`src/rtl/muldiv_unit_if.sv`:
```
// Request/response bundle between the execute stage and the multiply/divide unit.
interface muldiv_unit_if #(
    parameter int unsigned WIDTH = 32
);
    logic             flush;
    logic             in_valid;
    logic             in_ready;
    logic [2:0]       op;
    logic [WIDTH-1:0] A;
    logic [WIDTH-1:0] B;
    logic             out_valid;
    logic             out_ready;
    logic [WIDTH-1:0] result;
    logic             zero;

    // Core side: issues operations and consumes results.
    modport master (
        output flush, in_valid, op, A, B, out_ready,
        input  in_ready, out_valid, result, zero
    );

    // Unit side.
    modport slave (
        input  flush, in_valid, op, A, B, out_ready,
        output in_ready, out_valid, result, zero
    );
endinterface

```
`src/rtl/muldiv_unit.sv`:
```
// Iterative radix-2 RV32M multiply/divide unit with divide fast path.
module muldiv_unit #(
    parameter int unsigned WIDTH = 32
) (
    input  logic          clk,
    input  logic          rst_n,
    muldiv_unit_if.slave  bus
);
    localparam int unsigned CNT_W  = $clog2(WIDTH) + 1;
    localparam int unsigned PROD_W = 2 * WIDTH;

    localparam logic [2:0] OP_MUL    = 3'b000;
    localparam logic [2:0] OP_MULH   = 3'b001;
    localparam logic [2:0] OP_MULHSU = 3'b010;
    localparam logic [2:0] OP_MULHU  = 3'b011;
    localparam logic [2:0] OP_DIV    = 3'b100;
    localparam logic [2:0] OP_DIVU   = 3'b101;
    localparam logic [2:0] OP_REM    = 3'b110;
    localparam logic [2:0] OP_REMU   = 3'b111;

    localparam logic [WIDTH-1:0] MIN_NEG = {1'b1, {(WIDTH-1){1'b0}}};
    localparam logic [WIDTH-1:0] ALL_ONE = {WIDTH{1'b1}};

    typedef enum logic [1:0] {
        IDLE = 2'd0,
        CALC = 2'd1,
        DONE = 2'd2
    } state_t;

    state_t             state_q;
    logic [CNT_W-1:0]   cnt_q;
    logic [2:0]         op_q;
    logic               neg_q;      // quotient/product sign flip
    logic               rem_neg_q;  // remainder follows dividend sign
    logic [WIDTH-1:0]   b_mag_q;
    logic [PROD_W-1:0]  acc_q;      // {partial product | remainder, multiplier | quotient}
    logic [WIDTH-1:0]   result_q;
    logic               out_valid_q;
    logic               in_ready_q;

    // Accept-time decode: signedness, magnitudes and fast-path result.
    logic               a_signed_d;
    logic               b_signed_d;
    logic               a_neg_d;
    logic               b_neg_d;
    logic [WIDTH-1:0]   a_mag_d;
    logic [WIDTH-1:0]   b_mag_d;
    logic               b_zero_d;
    logic               ovf_d;
    logic               fast_d;
    logic [WIDTH-1:0]   fast_res_d;

    // Decode request operands while idle.
    always_comb begin
        a_signed_d = (bus.op != OP_MULHU) && (bus.op != OP_DIVU) && (bus.op != OP_REMU);
        b_signed_d = a_signed_d && (bus.op != OP_MULHSU);
        a_neg_d    = a_signed_d && bus.A[WIDTH-1];
        b_neg_d    = b_signed_d && bus.B[WIDTH-1];
        a_mag_d    = a_neg_d ? (~bus.A + WIDTH'(1)) : bus.A;
        b_mag_d    = b_neg_d ? (~bus.B + WIDTH'(1)) : bus.B;
        b_zero_d   = (bus.B == '0);
        ovf_d      = !bus.op[0] && (bus.A == MIN_NEG) && (bus.B == ALL_ONE);
        fast_d     = bus.op[2] && (b_zero_d || ovf_d);
        fast_res_d = '0;
        if (b_zero_d) begin
            fast_res_d = bus.op[1] ? bus.A : ALL_ONE;
        end else begin
            fast_res_d = bus.op[1] ? '0 : bus.A;
        end
    end

    // One iteration step plus sign correction of the would-be final value.
    logic [WIDTH-1:0]   acc_hi;
    logic [WIDTH-1:0]   acc_lo;
    logic [WIDTH:0]     add_sum;
    logic [WIDTH:0]     shift_rem;
    logic [WIDTH:0]     sub_diff;
    logic [PROD_W-1:0]  acc_d;
    logic [PROD_W-1:0]  prod_fix;
    logic [WIDTH-1:0]   quo_fix;
    logic [WIDTH-1:0]   rem_fix;
    logic [WIDTH-1:0]   calc_res_d;

    // Shift-add for multiply, restoring subtract for divide.
    always_comb begin
        acc_hi    = acc_q[PROD_W-1:WIDTH];
        acc_lo    = acc_q[WIDTH-1:0];
        add_sum   = '0;
        shift_rem = '0;
        sub_diff  = '0;
        acc_d     = acc_q;
        if (!op_q[2]) begin
            add_sum = {1'b0, acc_hi} + (acc_lo[0] ? {1'b0, b_mag_q} : '0);
            acc_d   = {add_sum, acc_lo[WIDTH-1:1]};
        end else begin
            shift_rem = {acc_hi, acc_lo[WIDTH-1]};
            sub_diff  = shift_rem - {1'b0, b_mag_q};
            if (!sub_diff[WIDTH]) begin
                acc_d = {sub_diff[WIDTH-1:0], acc_lo[WIDTH-2:0], 1'b1};
            end else begin
                acc_d = {shift_rem[WIDTH-1:0], acc_lo[WIDTH-2:0], 1'b0};
            end
        end
    end

    // Sign-correct and select the architectural result.
    always_comb begin
        prod_fix = neg_q ? (~acc_d + PROD_W'(1)) : acc_d;
        quo_fix  = neg_q ? (~acc_d[WIDTH-1:0] + WIDTH'(1)) : acc_d[WIDTH-1:0];
        rem_fix  = rem_neg_q ? (~acc_d[PROD_W-1:WIDTH] + WIDTH'(1)) : acc_d[PROD_W-1:WIDTH];
        calc_res_d = '0;
        case (op_q)
            OP_MUL:                        calc_res_d = prod_fix[WIDTH-1:0];
            OP_MULH, OP_MULHSU, OP_MULHU:  calc_res_d = prod_fix[PROD_W-1:WIDTH];
            OP_DIV, OP_DIVU:               calc_res_d = quo_fix;
            OP_REM, OP_REMU:               calc_res_d = rem_fix;
            default:                       calc_res_d = '0;
        endcase
    end

    // Control FSM and datapath registers; reset, then flush, take priority.
    always_ff @(posedge clk) begin
        if (!rst_n) begin
            state_q     <= IDLE;
            cnt_q       <= '0;
            op_q        <= '0;
            neg_q       <= 1'b0;
            rem_neg_q   <= 1'b0;
            b_mag_q     <= '0;
            acc_q       <= '0;
            result_q    <= '0;
            out_valid_q <= 1'b0;
            in_ready_q  <= 1'b1;
        end else if (bus.flush) begin
            state_q     <= IDLE;
            cnt_q       <= '0;
            out_valid_q <= 1'b0;
            in_ready_q  <= 1'b1;
        end else begin
            case (state_q)
                IDLE: begin
                    if (bus.in_valid) begin
                        op_q       <= bus.op;
                        neg_q      <= a_neg_d ^ b_neg_d;
                        rem_neg_q  <= a_neg_d;
                        cnt_q      <= '0;
                        in_ready_q <= 1'b0;
                        if (fast_d) begin
                            result_q    <= fast_res_d;
                            out_valid_q <= 1'b1;
                            state_q     <= DONE;
                        end else begin
                            b_mag_q <= b_mag_d;
                            acc_q   <= {{WIDTH{1'b0}}, a_mag_d};
                            state_q <= CALC;
                        end
                    end
                end
                CALC: begin
                    acc_q <= acc_d;
                    if (cnt_q == CNT_W'(WIDTH - 1)) begin
                        cnt_q       <= '0;
                        result_q    <= calc_res_d;
                        out_valid_q <= 1'b1;
                        state_q     <= DONE;
                    end else begin
                        cnt_q <= cnt_q + CNT_W'(1);
                    end
                end
                DONE: begin
                    if (bus.out_ready) begin
                        out_valid_q <= 1'b0;
                        in_ready_q  <= 1'b1;
                        state_q     <= IDLE;
                    end
                end
                default: begin
                    state_q     <= IDLE;
                    out_valid_q <= 1'b0;
                    in_ready_q  <= 1'b1;
                end
            endcase
        end
    end

    assign bus.in_ready  = in_ready_q;
    assign bus.out_valid = out_valid_q;
    assign bus.result    = result_q;
    assign bus.zero      = (result_q == '0);

endmodule
```
`src/flat_wrapper.sv`:
```
// flat-port wrapper written by rule: the top's interface ports become plain ports
module muldiv_unit_flat 
#(
    parameter int unsigned WIDTH = 32
)
  (clk, rst_n, bus_flush, bus_in_valid, bus_op, bus_A, bus_B, bus_out_ready, bus_in_ready, bus_out_valid, bus_result, bus_zero);
  muldiv_unit_if #(.WIDTH(WIDTH)) bus_i ();
  input  logic clk;
  input  logic rst_n;
  input wire logic [$bits(bus_i.flush)-1:0] bus_flush;
  input wire logic [$bits(bus_i.in_valid)-1:0] bus_in_valid;
  input wire logic [$bits(bus_i.op)-1:0] bus_op;
  input wire logic [$bits(bus_i.A)-1:0] bus_A;
  input wire logic [$bits(bus_i.B)-1:0] bus_B;
  input wire logic [$bits(bus_i.out_ready)-1:0] bus_out_ready;
  output wire logic [$bits(bus_i.in_ready)-1:0] bus_in_ready;
  output wire logic [$bits(bus_i.out_valid)-1:0] bus_out_valid;
  output wire logic [$bits(bus_i.result)-1:0] bus_result;
  output wire logic [$bits(bus_i.zero)-1:0] bus_zero;
  assign bus_i.flush = bus_flush;
  assign bus_i.in_valid = bus_in_valid;
  assign bus_i.op = bus_op;
  assign bus_i.A = bus_A;
  assign bus_i.B = bus_B;
  assign bus_i.out_ready = bus_out_ready;
  assign bus_in_ready = bus_i.in_ready;
  assign bus_out_valid = bus_i.out_valid;
  assign bus_result = bus_i.result;
  assign bus_zero = bus_i.zero;
  muldiv_unit #(.WIDTH(WIDTH)) u_core (.clk(clk), .rst_n(rst_n), .bus(bus_i));
endmodule
```
`config.mk`:
```
export PLATFORM = sky130hd
export DESIGN_NAME = muldiv_unit_flat
export DESIGN_NICKNAME = d
export VERILOG_FILES = /design/src/rtl/muldiv_unit_if.sv /design/src/rtl/muldiv_unit.sv /design/src/flat_wrapper.sv
export SDC_FILE = /design/constraint.sdc
export NUM_CORES = 1
export LEC_CHECK = 0
export CAP_MARGIN = 20
export CORE_AREA = 4 4 198 296
export CTS_BUF_LIST = sky130_fd_sc_hd__clkbuf_4 sky130_fd_sc_hd__clkbuf_8
export DETAILED_ROUTE_END_ITERATION = 7
export DIE_AREA = 0 0 202 300
export PLACE_DENSITY = 0.45
export SLEW_MARGIN = 40
export SYNTH_ARGS = -nofsm -noshare
export SYNTH_HDL_FRONTEND = slang
export SYNTH_SLANG_ARGS = --single-unit
```
`constraint.sdc`:
```
create_clock -name clk -period 10.8 [get_ports clk]
set_input_delay 1.08 -clock clk [delete_from_list [all_inputs] [get_ports clk]]
set_output_delay 1.08 -clock clk [all_outputs]
set_load 0.005 [all_outputs]
```
==> impl_metrics.yaml, run 1 <==
worst_setup_path:
  endpoint_kind: "register"
  worst-r2r-cell-count: 22
  crit_buf_inv: 2
  crit_arrival_ns: 6.77
  crit_path_cell_trace: "inv_1, ha_1, fa_1, nor2b_4, o31a_4, a31oi_4, o211ai_4, a41oi_4, xnor2_4, buf_4, nand2_1, a21boi_0, ha_1, o211ai_1, or2_2, or2_2, or2_2, or3_1, o311ai_1, o31ai_1, a211o_1, a21oi_1"
  worstSetupPathType: "reg -> reg"
  cpMostUsedCell: "or2_2"
  path_delay_family: "compound AO/OA/AOI/OAI gates"
  r2r-end: "u_core.bus.result[10]"
  crit_required_ns: 11.24
  cp-start-kind: "register"
  cpPeakStageDelay_ns: 0.46
  r2r_setup_slack_ns: 4.47
  crit_fanout: 36
  rr_startpoint: "u_core.acc_q[31]"
  cpMaxStageDelayCell: "fa_1"
routing:
  wire_per_inst_um: 21.52
  antenna_left: 0
  drt-pass1-iter-count: 7
  routed_wl_um: 63730
  vias: 16588
  drtIter0Drc: 1225
  viasPerCell: 5.600
  drcViolationCount: 0
synthesis:
  yosysUniqueCellTypes: 91
  yosys_warnings: 0
  yosys.area_share.simple_pct: 24.44
  synth-compound-area-share_pct: 30.66
  synthTopCellsByArea: "dfxtp_1, nor2_1, xnor2_1, a21oi_1, ha_1"
  synth_top_family_by_area: "compound AO/OA/AOI/OAI gates"
  synthCells: 2185
  ys_seq_area_share_pct: 18.41
  synth_seq_cells: 143
  synth.avg_cell_area_um2: 7.115
  synth_top_flop_cell: "dfxtp_1"
  synth_top_area_share_pct: 18.41
  synth-xor-area-share_pct: 10.08
  synth_edf_count: 0
  muxShareOfSynthArea_pct: 4.201
  ys_async_sr_fraction_pct: 0
  synth_top_cell_by_area: "dfxtp_1"
  syn_area_um2: 15550
  synth_fa_ha_area_share_pct: 6.841
  synth_nets: 2328
power_and_ir_drop:
  p_leak_nw: 6.711
  p_per_area_nw_per_um2: 95.82
  peakVddDrop_v: 0.00007232
timing:
  finClkSkew_ns: 0.01534
  achievable-frequency_mhz: 158.0
  setup_tns_ns: 0
  slew_viol_final: 0
  min_period_ns: 6.327
  finalSetupViolCount: 0
  tightest_slew_ns: 0.8739
  hold_violations: 0
  relSlewSlack_pct: 41.52
  period_share_pct: 58.59
  grt_setup_unrepaired: "false"
finish:
  final_cell_mix: "nor2_1, nand2_1, a21oi_1, dfxtp_1, o21ai_0"
  finish.instance_area_um2: 17690
  final_common_cell: "nor2_1"
  drive_above_1_share_pct: 6.397
  stdcell_count: 2962
  area_growth_pct: 13.82
  fillerInstances: 6164
  nNetsFinal: 2334
global_route:
  grt_pass1_vias: 15946
  antenna_found_initial: 2
  gr-total-overflow: 0
  grt_use_total_pct: 20.25
  grt_max_degree: 91
  grt_pass1_wl_um: 97040
clock_tree:
  ctsHoldBuffers: 0
  clock_latency_ns: 0.51
  clockBufferDepth: 2
  htree_num_levels: 4
  numClockSinks: 143
  cts_tree: "yes"
  path_clk_slew_ns: 0.10
  cts_root_buf: "clkbuf_8"
  cts_buffers: 17
  cts_resized: 0
  cts_setup_buffers: 0
worst_hold_path:
  min_path_cells: 2
  min_path_type: "reg -> reg"
  hold_end: "u_core.cnt_q[5]"
  min_from: "u_core.cnt_q[5]"
place:
  placed_cell_area_um2: 17250
  place_congestion: 0.9457
  dp_hpwl_um: 49520
  place_inst: 2928
  io_buffers: 106
flow_run:
  drv_cap: 0
floorplan:
  fp.coreArea_um2: 55840
  io_pins: 107
  rows: 106
  die_h_um: 300
  die_w_um: 202
  start_util_pct: 27.84
  dieArea_um2: 60600
run_status:
  run_status: "completed"
-- cell families (layout without fill, tap and decap cells) --
group                      count (synthesis)  after routing
xor gates and xnor gates                 176            176
other                                      0              2
and+or+nand+nor                          796            796
adders and majority gates                 87             87
DFF                                      143            143
buffers and inverters                    215            234
AOI/OAI and AO/OA                        706            706
muxes                                     62             62
-- how the worst max path moves through the flow --
stage,end,depth (start not counted),slack [ns],start
after floorplan,u_core.bus.result[10],23,5.45,u_core.acc_q[31]
after global placement,u_core.bus.result[26],16,4.33,bus_B[7]
after detailed placement,u_core.bus.result[26],16,4.29,bus_B[7]
after CTS,u_core.bus.result[10],22,4.43,u_core.acc_q[31]
after global routing,u_core.bus.result[10],22,4.10,u_core.acc_q[31]
final,u_core.bus.result[10],22,4.47,u_core.acc_q[31]
-- power breakdown --
part | internal (mW) | total (mW) | switching (mW)
registers | 0.551 | 0.584 | 0.0339
logic | 0.229 | 0.618 | 0.389
clock network | 0.231 | 0.493 | 0.262
-- state kept, by name (all words and copies together) (netlist names) --
register,flops
u_core.bus.in_ready,1
u_core.b_mag_q,32
u_core.bus.out_valid,1
u_core.neg_q,1
u_core.rem_neg_q,1
u_core.op_q,3
u_core.cnt_q,6
u_core.acc_q,64
u_core.state_q,2
u_core.bus.result,32
-- Yosys cell counts (16+ instances only) --
cell type  instances
a21oi_1          183
inv_1             66
and3_1            22
nand4_1           28
a31oi_1           42
nor4_1            32
o211a_1           32
or3_1             19
xnor2_1          106
clkbuf_1         115
a22oi_1           25
a21o_1            20
nand3_1           30
mux2_2            22
buf_1             21
nor3_1            56
nand2_1          205
a221oi_1          22
o211ai_1          29
maj3_1            16
dfxtp_1          143
xor2_1            68
and2_1            46
nand2b_1          17
a211oi_1          48
nor2b_1           23
ha_1              69
nor2_1           262
o21ai_0          131
o31ai_1           30
mux2i_1           39
-- worst reg2reg max path, stage by stage (launching register included) --
cell and delay, ns:
dfxtp_1 0.41, inv_1 0.11, ha_1 0.25, fa_1 0.46
nor2b_4 0.15, o31a_4 0.17, a31oi_4 0.13, o211ai_4 0.27
a41oi_4 0.33, xnor2_4 0.25, buf_4 0.28, nand2_1 0.36
a21boi_0 0.38, ha_1 0.26, o211ai_1 0.16, or2_2 0.36
or2_2 0.32, or2_2 0.37, or3_1 0.42, o311ai_1 0.30
o31ai_1 0.11, a211o_1 0.30, a21oi_1 0.12
-- routing by layer --
layer / routed length [um] / share of wire [%] / track usage [%]
met3: 2757 / 4.3 / 2.017
met1: 27520 / 43 / 25.63
met2: 30660 / 48 / 35.03
met4: 2793 / 4.4 / 8.599
met5: 0 / 0 / 0
-- stage by stage --
step	total power, mW	setup slack [ns]	util (%)	hold WS, ns
after floorplan	0.9925	5.454	-	0.4556
after global placement	1.206	4.332	30.86	0.4716
after detailed placement	1.207	4.293	30.90	0.4831
after CTS	1.702	4.432	31.65	0.4969
after global routing	1.783	4.102	31.69	0.5495
final	1.695	4.473	31.69	0.4969
-- area by class of cell --
class	instances	area, um^2	area share (%)
Clock buffer	17	234.0	1.322
Timing Repair Buffer	134	1270	7.177
Tap cell	756	945.9	5.346
Multi-Input combinational cell	1827	11930	67.41
Sequential cell	143	2869	16.21
Inverter	68	255.2	1.443
Antenna cell	2	5.005	0.02828
Clock inverter	15	187.7	1.061
No activity file was read; power rests on OpenSTA's default activity.
==> inputs of run 2 (changes only) <==
Clock period 10.8 ns to 6 ns, I/O delays scaled along.
==> run 2 against run 1 <==
Against the previous run:
- sequential cell count is the same
- non-clock buffer count grew 65
- critical path depth shrank 4
- first-iteration DRC count grew 11%
- power grew 83%
- core utilization grew 0.87 points
- wire length grew 3.8%
- design area grew 2.7%
- final cell count grew 2.2%
- register-to-register slack lost 4.1 ns
- via count grew 2.0%
==> impl_metrics.yaml, run 2 (same netlist as run 1, synthesis figures left out) <==
floorplan:
  io_pins: 107
  dieArea_um2: 60600
  start_util_pct: 27.84
  die_w_um: 202
  fp.coreArea_um2: 55840
  die_h_um: 300
  rows: 106
finish:
  fillerInstances: 6075
  seqCellArea_um2: 2869
  fin_util_pct: 32.56
  final_common_cell: "nor2_1"
  largest-register: "u_core.acc_q"
  multi_input_area_um2: 11910
  nNetsFinal: 2399
  largest_reg_flops: 64
  stdcell_count: 3026
  finish.instance_area_um2: 18180
  area_growth_pct: 16.94
  final_cell_mix: "nor2_1, nand2_1, a21oi_1, dfxtp_1, o21ai_0"
  drive_above_1_share_pct: 8.947
worst_setup_path:
  cpMaxStageDelayCell: "or4b_1"
  startpoint: "u_core.acc_q[31]"
  crit_buf_inv: 3
  crit_path_cell_trace: "inv_1, ha_1, fa_1, nor2b_4, o31a_4, a31oi_4, o211ai_4, a41oi_4, xor2_4, buf_4, o22ai_2, a311o_1, or4b_1, o41ai_1, buf_4, xor2_1, a21oi_1, a21oi_1"
  r2r_setup_slack_ns: 0.37
  endpoint_kind: "register"
  crit_end: "u_core.bus.result[27]"
  crit_arrival_ns: 6.02
  path_delay_family: "compound AO/OA/AOI/OAI gates"
  crit_required_ns: 6.39
  worst-r2r-cell-count: 18
  cp.depth: 18
  r2r-end: "u_core.bus.result[27]"
  rr_startpoint: "u_core.acc_q[31]"
  cpPeakStageDelay_ns: 0.70
  worstSetupPathType: "reg -> reg"
  cp-start-kind: "register"
  crit_fanout: 18
timing:
  grt_setup_unrepaired: "false"
  slew_viol_final: 0
  period_share_pct: 93.77
  whs_ns: 0.4980
  finalSetupViolCount: 0
  min_period_ns: 5.626
  setup_tns_ns: 0
  achievable-frequency_mhz: 177.7
  relSlewSlack_pct: 38.69
  finClkSkew_ns: 0.01655
  setup_slack_ns: 0.3738
  hold_violations: 0
  tightest_slew_ns: 0.9141
routing:
  routed_wl_um: 66120
  antenna_left: 0
  drtIter0Drc: 1361
  vias: 16924
  wire_per_inst_um: 21.85
  viasPerCell: 5.593
  drt-pass1-iter-count: 6
  drcViolationCount: 0
place:
  io_buffers: 106
  dp_hpwl_um: 51930
  place_inst: 2993
  dpl_worst_slack_ns: 0.3030
  place_congestion: 0.9313
  placed_cell_area_um2: 17740
power_and_ir_drop:
  netSwitchingPower_mw: 1.218
  total_power_mw: 3.105
  power_frac_clock_pct: 28.9
  peakVddDrop_v: 0.0001146
  p_leak_nw: 7.034
  power_frac_comb_pct: 37.3
  p_seq_share_pct: 33.8
  intPower_mw: 1.887
  p_per_area_nw_per_um2: 170.8
  swShare_pct: 39.22
clock_tree:
  numClockSinks: 143
  cts_buffers: 17
  cts_setup_buffers: 0
  cts_resized: 0
  clockBufferDepth: 2
  clock_latency_ns: 0.51
  cts_root_buf: "clkbuf_8"
  ctsHoldBuffers: 0
  path_clk_slew_ns: 0.09
  htree_num_levels: 4
  cts_tree: "yes"
global_route:
  grt_pass1_wl_um: 100300
  grt_pass1_vias: 16400
  antenna_found_initial: 1
  gr-total-overflow: 0
  grt_use_total_pct: 21.01
  grt_max_degree: 85
flow_run:
  drv_cap: 0
worst_hold_path:
  min_path_type: "reg -> reg"
run_status:
  run_status: "completed"
[run 2: changes by cell type in the layout (fill, tap and decap cells not counted), moves of 2 or more]
cell / delta
clkinv_2: +2
buf_4: +64
inv_6: -3
clkbuf_8: +3
clkinv_4: -5
nor4_2: +2
clkbuf_4: +2
[run 2: cell type report]
type | count | area share (%)
Antenna cell | 1 | 0.01376
Clock buffer | 22 | 1.597
Clock inverter | 10 | 0.7433
Inverter | 68 | 1.404
Multi-Input combinational cell | 1827 | 65.52
Sequential cell | 143 | 15.78
Tap cell | 756 | 5.203
Timing Repair Buffer | 199 | 9.739
[run 2: worst min path at each step]
stage	from	slack, ns	to	cells after the start
after floorplan	u_core.cnt_q[5]	0.46	u_core.cnt_q[5]	2
after global placement	u_core.cnt_q[5]	0.47	u_core.cnt_q[5]	2
after detailed placement	u_core.cnt_q[5]	0.49	u_core.cnt_q[5]	2
after CTS	u_core.cnt_q[5]	0.50	u_core.cnt_q[5]	2
after global routing	u_core.cnt_q[5]	0.52	u_core.cnt_q[5]	2
final	u_core.bus.result[8]	0.50	u_core.bus.result[8]	2
[run 2: metal layers]
layer / track usage (%) / share of wire (%) / vias up / routed length [um]
met1: 25.47 / 42 / 8038 / 27750
met5: 0 / 0 / - / 0
met3: 2.201 / 4.6 / 113 / 3021
met4: 8.192 / 3.9 / 0 / 2597
met2: 37.98 / 50 / 590 / 32750
li1: - / - / 8183 / -
[run 2: power groups by stage]
stage	clock, mW	sequential, mW	combinational [mW]
after floorplan	0	1.04	0.746
after global placement	0	1.07	1.15
after detailed placement	0	1.07	1.15
after CTS	0.916	1.05	1.15
after global routing	0.949	1.06	1.26
final	0.897	1.05	1.16
[run 2: worst reg2reg max path, cell delays in order (launching register included)]
cell and delay (ns):
dfxtp_1 0.41, inv_1 0.08, ha_1 0.23, fa_1 0.46, nor2b_4 0.15, o31a_4 0.17
a31oi_4 0.14, o211ai_4 0.27, a41oi_4 0.32, xor2_4 0.67, buf_4 0.28, o22ai_2 0.09
a311o_1 0.35, or4b_1 0.70, o41ai_1 0.52, buf_4 0.19, xor2_1 0.07, a21oi_1 0.30
a21oi_1 0.11
